### src/rtl/multicycle_control_fsm.sv
// multicycle_control_fsm
// Moore sequencer for the multi-cycle MIPS datapath (shared memory, IR,
// A/B/ALUOut/MDR registers, single ALU). It decodes the IR opcode, steps
// through each instruction's state sequence, stalls on mem_ready, and
// aborts a stalled memory access through a watchdog.
//
// Build option: define MULTICYCLE_ADDI_EN to add addi support
// (ADDI_EXEC=10, ADDI_WB=11). Without it, opcode 001000 is illegal.
//
// TIMEOUT_CYCLES = number of consecutive mem_ready=0 cycles tolerated in
// FETCH/MEM_READ/MEM_WRITE before abort (0 disables the watchdog).
// It must be < 2**WAIT_CNT_W.

module multicycle_control_fsm #(
  parameter int unsigned TIMEOUT_CYCLES = 0,
  parameter int unsigned WAIT_CNT_W     = 8
) (
  input  logic       CLK,
  input  logic       RESET,
  input  logic [5:0] opcode,
  input  logic       zero,
  input  logic       mem_ready,
  output logic       PCWrite,
  output logic       PCWriteCond,
  output logic       IorD,
  output logic       MemRead,
  output logic       MemWrite,
  output logic       IRWrite,
  output logic       MemtoReg,
  output logic       RegDst,
  output logic       RegWrite,
  output logic       ALUSrcA,
  output logic [1:0] ALUSrcB,
  output logic [1:0] ALUOp,
  output logic [1:0] PCSource,
  output logic       instr_done,
  output logic       illegal_op,
  output logic       mem_timeout,
  output logic [3:0] state
);

  typedef enum logic [3:0] {
    S_FETCH     = 4'd0,
    S_DECODE    = 4'd1,
    S_MEM_ADDR  = 4'd2,
    S_MEM_READ  = 4'd3,
    S_MEM_WB    = 4'd4,
    S_MEM_WRITE = 4'd5,
    S_EXECUTE   = 4'd6,
    S_ALU_WB    = 4'd7,
    S_BRANCH    = 4'd8,
    S_JUMP      = 4'd9
`ifdef MULTICYCLE_ADDI_EN
    ,
    S_ADDI_EXEC = 4'd10,
    S_ADDI_WB   = 4'd11
`endif
  } state_t;

  localparam logic [5:0] OP_RTYPE = 6'b000000;
  localparam logic [5:0] OP_J     = 6'b000010;
  localparam logic [5:0] OP_BEQ   = 6'b000100;
  localparam logic [5:0] OP_LW    = 6'b100011;
  localparam logic [5:0] OP_SW    = 6'b101011;
`ifdef MULTICYCLE_ADDI_EN
  localparam logic [5:0] OP_ADDI  = 6'b001000;
`endif

  localparam logic [WAIT_CNT_W-1:0] WAIT_MAX   = {WAIT_CNT_W{1'b1}};
  localparam logic [WAIT_CNT_W-1:0] WAIT_LIMIT = WAIT_CNT_W'(TIMEOUT_CYCLES);

  // All datapath controls grouped so reset can blank them in one place.
  typedef struct packed {
    logic       pc_write;
    logic       pc_write_cond;
    logic       iord;
    logic       mem_read;
    logic       mem_write;
    logic       ir_write;
    logic       mem_to_reg;
    logic       reg_dst;
    logic       reg_write;
    logic       alu_src_a;
    logic [1:0] alu_src_b;
    logic [1:0] alu_op;
    logic [1:0] pc_source;
    logic       instr_done;
    logic       illegal_op;
  } ctl_t;

  state_t                  state_q, state_d;
  logic [WAIT_CNT_W-1:0]   wait_cnt_q, wait_cnt_d;
  logic                    mem_timeout_q;
  logic                    wd_limit;
  logic                    timeout_hit;
  logic                    mem_state;
  ctl_t                    ctl;

  // The zero flag is consumed by the datapath's PCWriteCond gate, not here.
  logic unused_zero;
  assign unused_zero = zero;

  // The limit only fires while still waiting; a same-cycle mem_ready wins.
  assign wd_limit  = (TIMEOUT_CYCLES != 0) && (wait_cnt_q == WAIT_LIMIT) && !mem_ready;
  assign mem_state = (state_q == S_FETCH) || (state_q == S_MEM_READ) ||
                     (state_q == S_MEM_WRITE);

  // State, wait counter and sticky timeout flag registers.
  always_ff @(posedge CLK) begin
    // NOTE: sequential state uses non-blocking assignments so every register
    // samples pre-edge values and simulation matches the synthesized flops.
    if (RESET) begin
      state_q       <= S_FETCH;
      wait_cnt_q    <= '0;
      mem_timeout_q <= 1'b0;
    end else begin
      state_q       <= state_d;
      wait_cnt_q    <= wait_cnt_d;
      mem_timeout_q <= mem_timeout_q | timeout_hit;
    end
  end

  // Next-state and Moore outputs; a watchdog abort suppresses all commits.
  always_comb begin
    // NOTE: every variable gets a default first so no path can infer a latch.
    ctl         = '0;
    state_d     = state_q;
    timeout_hit = 1'b0;
    unique case (state_q)
      S_FETCH: begin
        ctl.mem_read  = 1'b1;
        ctl.alu_src_b = 2'b01;
        if (mem_ready) begin
          ctl.ir_write = 1'b1;
          ctl.pc_write = 1'b1;
          state_d      = S_DECODE;
        end else if (wd_limit) begin
          timeout_hit = 1'b1;
          state_d     = S_FETCH;
        end
      end
      S_DECODE: begin
        ctl.alu_src_b = 2'b11;
        case (opcode)
          OP_LW, OP_SW: state_d = S_MEM_ADDR;
          OP_RTYPE:     state_d = S_EXECUTE;
          OP_BEQ:       state_d = S_BRANCH;
          OP_J:         state_d = S_JUMP;
`ifdef MULTICYCLE_ADDI_EN
          OP_ADDI:      state_d = S_ADDI_EXEC;
`endif
          default: begin
            ctl.illegal_op = 1'b1;
            state_d        = S_FETCH;
          end
        endcase
      end
      S_MEM_ADDR: begin
        ctl.alu_src_a = 1'b1;
        ctl.alu_src_b = 2'b10;
        state_d       = (opcode == OP_SW) ? S_MEM_WRITE : S_MEM_READ;
      end
      S_MEM_READ: begin
        ctl.mem_read = 1'b1;
        ctl.iord     = 1'b1;
        if (mem_ready) begin
          state_d = S_MEM_WB;
        end else if (wd_limit) begin
          timeout_hit = 1'b1;
          state_d     = S_FETCH;
        end
      end
      S_MEM_WB: begin
        ctl.reg_write  = 1'b1;
        ctl.mem_to_reg = 1'b1;
        ctl.instr_done = 1'b1;
        state_d        = S_FETCH;
      end
      S_MEM_WRITE: begin
        ctl.mem_write = 1'b1;
        ctl.iord      = 1'b1;
        if (mem_ready) begin
          ctl.instr_done = 1'b1;
          state_d        = S_FETCH;
        end else if (wd_limit) begin
          timeout_hit = 1'b1;
          state_d     = S_FETCH;
        end
      end
      S_EXECUTE: begin
        ctl.alu_src_a = 1'b1;
        ctl.alu_op    = 2'b10;
        state_d       = S_ALU_WB;
      end
      S_ALU_WB: begin
        ctl.reg_write  = 1'b1;
        ctl.reg_dst    = 1'b1;
        ctl.instr_done = 1'b1;
        state_d        = S_FETCH;
      end
      S_BRANCH: begin
        ctl.alu_src_a     = 1'b1;
        ctl.alu_op        = 2'b01;
        ctl.pc_write_cond = 1'b1;
        ctl.pc_source     = 2'b01;
        ctl.instr_done    = 1'b1;
        state_d           = S_FETCH;
      end
      S_JUMP: begin
        ctl.pc_write   = 1'b1;
        ctl.pc_source  = 2'b10;
        ctl.instr_done = 1'b1;
        state_d        = S_FETCH;
      end
`ifdef MULTICYCLE_ADDI_EN
      S_ADDI_EXEC: begin
        ctl.alu_src_a = 1'b1;
        ctl.alu_src_b = 2'b10;
        state_d       = S_ADDI_WB;
      end
      S_ADDI_WB: begin
        ctl.reg_write  = 1'b1;
        ctl.instr_done = 1'b1;
        state_d        = S_FETCH;
      end
`endif
      default: state_d = S_FETCH;
    endcase
  end

  // Wait counter: counts stalled memory cycles, saturates, clears otherwise.
  always_comb begin
    wait_cnt_d = '0;
    if (mem_state && !mem_ready && !timeout_hit) begin
      wait_cnt_d = (wait_cnt_q == WAIT_MAX) ? wait_cnt_q
                                            : wait_cnt_q + WAIT_CNT_W'(1);
    end
  end

  // While RESET is high the in-flight instruction is abandoned with no writes.
  ctl_t ctl_out;
  assign ctl_out = RESET ? '0 : ctl;

  assign PCWrite     = ctl_out.pc_write;
  assign PCWriteCond = ctl_out.pc_write_cond;
  assign IorD        = ctl_out.iord;
  assign MemRead     = ctl_out.mem_read;
  assign MemWrite    = ctl_out.mem_write;
  assign IRWrite     = ctl_out.ir_write;
  assign MemtoReg    = ctl_out.mem_to_reg;
  assign RegDst      = ctl_out.reg_dst;
  assign RegWrite    = ctl_out.reg_write;
  assign ALUSrcA     = ctl_out.alu_src_a;
  assign ALUSrcB     = ctl_out.alu_src_b;
  assign ALUOp       = ctl_out.alu_op;
  assign PCSource    = ctl_out.pc_source;
  assign instr_done  = ctl_out.instr_done;
  assign illegal_op  = ctl_out.illegal_op;
  assign mem_timeout = mem_timeout_q;
  assign state       = state_q;

endmodule

### config.mk
export PLATFORM = sky130hd
export DESIGN_NAME = multicycle_control_fsm
export DESIGN_NICKNAME = d
export VERILOG_FILES = /design/src/rtl/multicycle_control_fsm.sv
export SDC_FILE = /design/constraint.sdc
export NUM_CORES = 1
export LEC_CHECK = 0
export CORE_AREA = 2 2 40 42
export CTS_CLUSTER_DIAMETER = 40
export DETAILED_ROUTE_END_ITERATION = 10
export DIE_AREA = 0 0 42 44
export GPL_ROUTABILITY_DRIVEN = 0
export PLACE_DENSITY = 0.78
export SETUP_SLACK_MARGIN = 0.1
export SLEW_MARGIN = 5
export SYNTH_ARGS = -nofsm -noshare
export SYNTH_HDL_FRONTEND = slang
export SYNTH_SLANG_ARGS = --single-unit
### constraint.sdc
create_clock -name CLK -period 3.9 [get_ports CLK]
set_input_delay 0.78 -clock CLK [delete_from_list [all_inputs] [get_ports CLK]]
set_output_delay 0.78 -clock CLK [all_outputs]
set_load 0.005 [all_outputs]
# Word-level counts from Yosys, hierarchy flattened
# Cells that the tools add are included.
# op_classes
add_sub_neg	0
n_mux	24
eq_ne	16
bitwise	0
reduce_logical	10
div	0
magnitude_cmp	0
shifts	0
n_mul	0
# op_table
cell	count
$pmux 4 s6	1
$mux 18	1
$eq 4x3->1 const B	4
$pmux 4 s4	1
$eq 6x6->1 const B	2
$mux 1	12
$mux 4	3
$eq 4x2->1 const B	2
$eq 4x4->1 const B	2
$pmux 2 s2	2
$reduce_or 2->1	4
$eq 6x2->1 const B	1
$eq 6x3->1 const B	1
$logic_not 6->1	1
$ne 2x2->1 const B	3
$pmux 2 s3	1
$reduce_or 5->1	1
$eq 4x1->1 const B	1
$logic_not 4->1	1
$pmux 1 s2	2
$reduce_or 4->1	1
$mux 3	1
$reduce_and 3->1	1
$reduce_or 3->1	1
# word_totals
romBits	0
latchBits	0
register_bits	4
n_memories	0
mem_bits_rw	0
elab_cells	51
out_inout_bits	23

# Longest topological paths before layout
# logic_depth
word_depth	5
mapped_depth	6
depth_no_buf	4

# Least setup slack after synthesis
# Ideal clock, no wire load.
# synth_timing
path_kind	input port to output port
start	input RESET
end	output PCSource[0]
arrival_ps	1506
path_stages	3
required_ps	3120
path_slack_ps	1614
cell_sequence	or3_1 > nor3_1 > buf_4
# synth_between
elab_chain_cells	1
# synth_lines
item	line	text
start, declared	19	input logic RESET,
$mux 18	242	assign ctl_out = RESET ? '0 : ctl;
end, declared	35	output logic [1:0] PCSource,
# Every way passes these cells.

# Final worst setup path
# layout_timing
start	input RESET
end	output MemtoReg
# layout_between
elab_chain_cells	1
# layout_lines
item	line	text
$mux 18	242	
end, declared	29	output logic MemtoReg,
# Every way passes these cells.

==> results.ini <==
[worst_setup_path]
startpoint_type = primary input
cpMostUsedCell = clkdlybuf4s50_1
slowest_delay_ns = 0.53
critical_path_class = primary input to output pin
critical-path-top-delay-family = buffers and inverters
arrival_ns = 2.46
cp_max_fo = 8
critical-path-slowest-cell = clkdlybuf4s50_1
path_cells = clkdlybuf4s50_1, nor2_1, nand2_1, nor3_1, clkdlybuf4s50_1
critical_path_required_ns = 3.12
crit_buf_inv = 2
end_kind = output pin

[routing]
firstDrtPassIters = 4
wirelength_um = 1340
routed_via_density = 5.44
drc = 0
vias = 636
wl_per_cell_um = 11.5
drt-initial-drc-count = 5
drtAntennaViolNets = 0

[place]
place_area_um2 = 769
io_buffers = 30
dp_cells = 114
post-place-ws_ns = 0.653
dp_hpwl_um = 1060

[clock_tree]
htree_num_levels = 1
clkSlewWorstSetupHoldPaths_ns = 0.04
clock_sinks = 4
cts_setup_buffers = 0
cts_resized = 0
postCtsHoldBufs = 0
root_buffer = clkbuf_4
clk_latency_ns = 0.23
cts_tree = yes
clk_path_buf_depth = 2
cts_buffers = 3

[timing]
worst_clock_skew_ns = 0.00177
layout_min_cycle_time_ns = 3.24
worst_slew_pin_slew_ns = 0.541
rsz0062_at_grt = no
finalHoldViolCount = 0
setup_viol = 0
timing.final.crit_share_pct = 83.1
max_freq_ghz = 0.308
fin_setup_tns_ns = 0
relSlewSlack_pct = 63.4
setup_slack_ns = 0.658
final_max_slew_viol_count = 0

[synth]
synth_cell_types = 35
synth-edff-count = 0
synth_area_per_cell_um2 = 6.51
synth_common_cells = nor3_1 (9), nor2_1 (8)
ys.flop_type = dfxtp_1
syn_inst = 74
yosysSeqAreaShare_pct = 16.6
yosysMostFrequentCell = nor3_1
async_flop_share_pct = 0
synth_top_area_share_pct = 16.6
syn_nets = 84
yosys_register_bits = 4
synthTopCellsByArea = dfxtp_1 (17%), nor3_1 (9.4%), nor2_1 (6.2%)
yosysWarnings = 0
synthesis.area_um2 = 482
yosysTopAreaCell = dfxtp_1

[floorplan]
die_height_um = 44
io-pin-count = 33
die_w_um = 42
initial_core_util_pct = 34.0
row_count = 14
die_area_um2 = 1850
core_um2 = 1420

[global_routing]
antenna_found_initial = 0
grt_max_degree = 19
grt_pass1_wl_um = 2140
grtUsageTotal_pct = 15.1
grt_remaining_overflow = 0
grt_pass1_vias = 513

[min_path]
min_path_type = flop to flop

[pwr]
ir_drop_v = 0.000201
leakage_nw = 0.288
power-per-cell-area_nw_per_um2 = 213
finalPower_w = 0.000169

[layout]
final_layout_size_suffix_gt1_share_pct = 5.94
fin_cells = 117
area.growth.synth_to_final_pct = 64.4
antenna_cells = 0
layout.nets = 113
final_cell_area_um2 = 792
largest_reg_flops = 4

[run_status]
outcome = finished, final reports clean

[job]
drv_cap = 0

==> where the power goes <==
group	total, W	internal, W	switching [W]
Sequential	0.0000546	0.0000437	0.0000109
Clock	0.0000509	0.0000344	0.0000165
Combinational	0.0000633	0.0000366	0.0000267
Total	0.000169	0.000115	0.0000542
==> worst min-delay path, stage by stage (launching register included) <==
cell	delay (ns)
dfxtp_1	0.45
nor2_1	0.16
a2111oi_1	0.09
==> per-stage QoR <==
step | hold WS [ns] | util (%)
CTS | 0.758 | 55.8
global placement | 0.722 | 54.2
global route | 0.806 | 55.8
detailed placement | 0.747 | 54.2
floorplan | 0.561 | -
finish | 0.751 | 55.8
==> path summary, 6_finish.rpt <==
check | endpoint | cells after the start | startpoint | slack (ns)
min reg2reg | state[1] | 2 | state[2] | 0.75
min | state[1] | 2 | state[2] | 0.75
max | MemtoReg | 5 | RESET | 0.66
max reg2reg | state[2] | 4 | state[1] | 2.43
==> area by class of cell <==
| class | count | area, µm² |
|---|---|---|
| timing repair buffer | 30 | 300 |
| multi-input combinational | 59 | 350 |
| clock buffer | 3 | 22.5 |
| sequential | 4 | 80.1 |
| inverter | 5 | 18.8 |
| fill | 143 | 627 |
| tap | 16 | 20.0 |
==> logic make-up (layout without fill, tap and decap cells) <==
group | after synthesis | count (layout) | share of synthesized area (%)
buf+inv | 11 | 38 | 10.6
mux | 1 | 1 | 2.08
other cells | 1 | 1 | 0.778
compound gates | 15 | 15 | 21.0
simple gates | 39 | 39 | 43.4
flops | 4 | 4 | 16.6
xor+xnor | 3 | 3 | 5.46
==> layer usage <==
layer	global-route usage (%)	vias up	routed length [µm]
li1	-	324	-
met1	14.5	279	574
met2	28.7	31	632
met3	7.50	2	122
met4	3.87	0	14
met5	0	-	0
==> placed cells by master, fill, tap and decap left out <==
| cell type | n |
|---|---|
| or4_1 | 1 |
| and3_1 | 2 |
| a2111oi_1 | 1 |
| dfxtp_1 | 4 |
| xor2_1 | 2 |
| and2_1 | 2 |
| nor4b_1 | 1 |
| clkbuf_4 | 3 |
| inv_1 | 4 |
| xnor2_1 | 1 |
| conb_1 | 1 |
| or2_1 | 1 |
| nand2_1 | 4 |
| mux2i_1 | 1 |
| a31oi_1 | 1 |
| nor3_1 | 9 |
| o22ai_1 | 1 |
| nor2_1 | 8 |
| o31ai_1 | 1 |
| a2111oi_0 | 1 |
| a221oi_1 | 1 |
| a21oi_1 | 4 |
| o21ai_2 | 1 |
| or3_1 | 2 |
| nor4_1 | 4 |
| o21ai_0 | 2 |
| a21boi_1 | 1 |
| or3_4 | 1 |
| nand3_1 | 2 |
| inv_2 | 1 |
| nand2b_1 | 2 |
| o211ai_1 | 1 |
| clkdlybuf4s50_1 | 30 |
No activity file was read; power rests on OpenSTA's default activity.
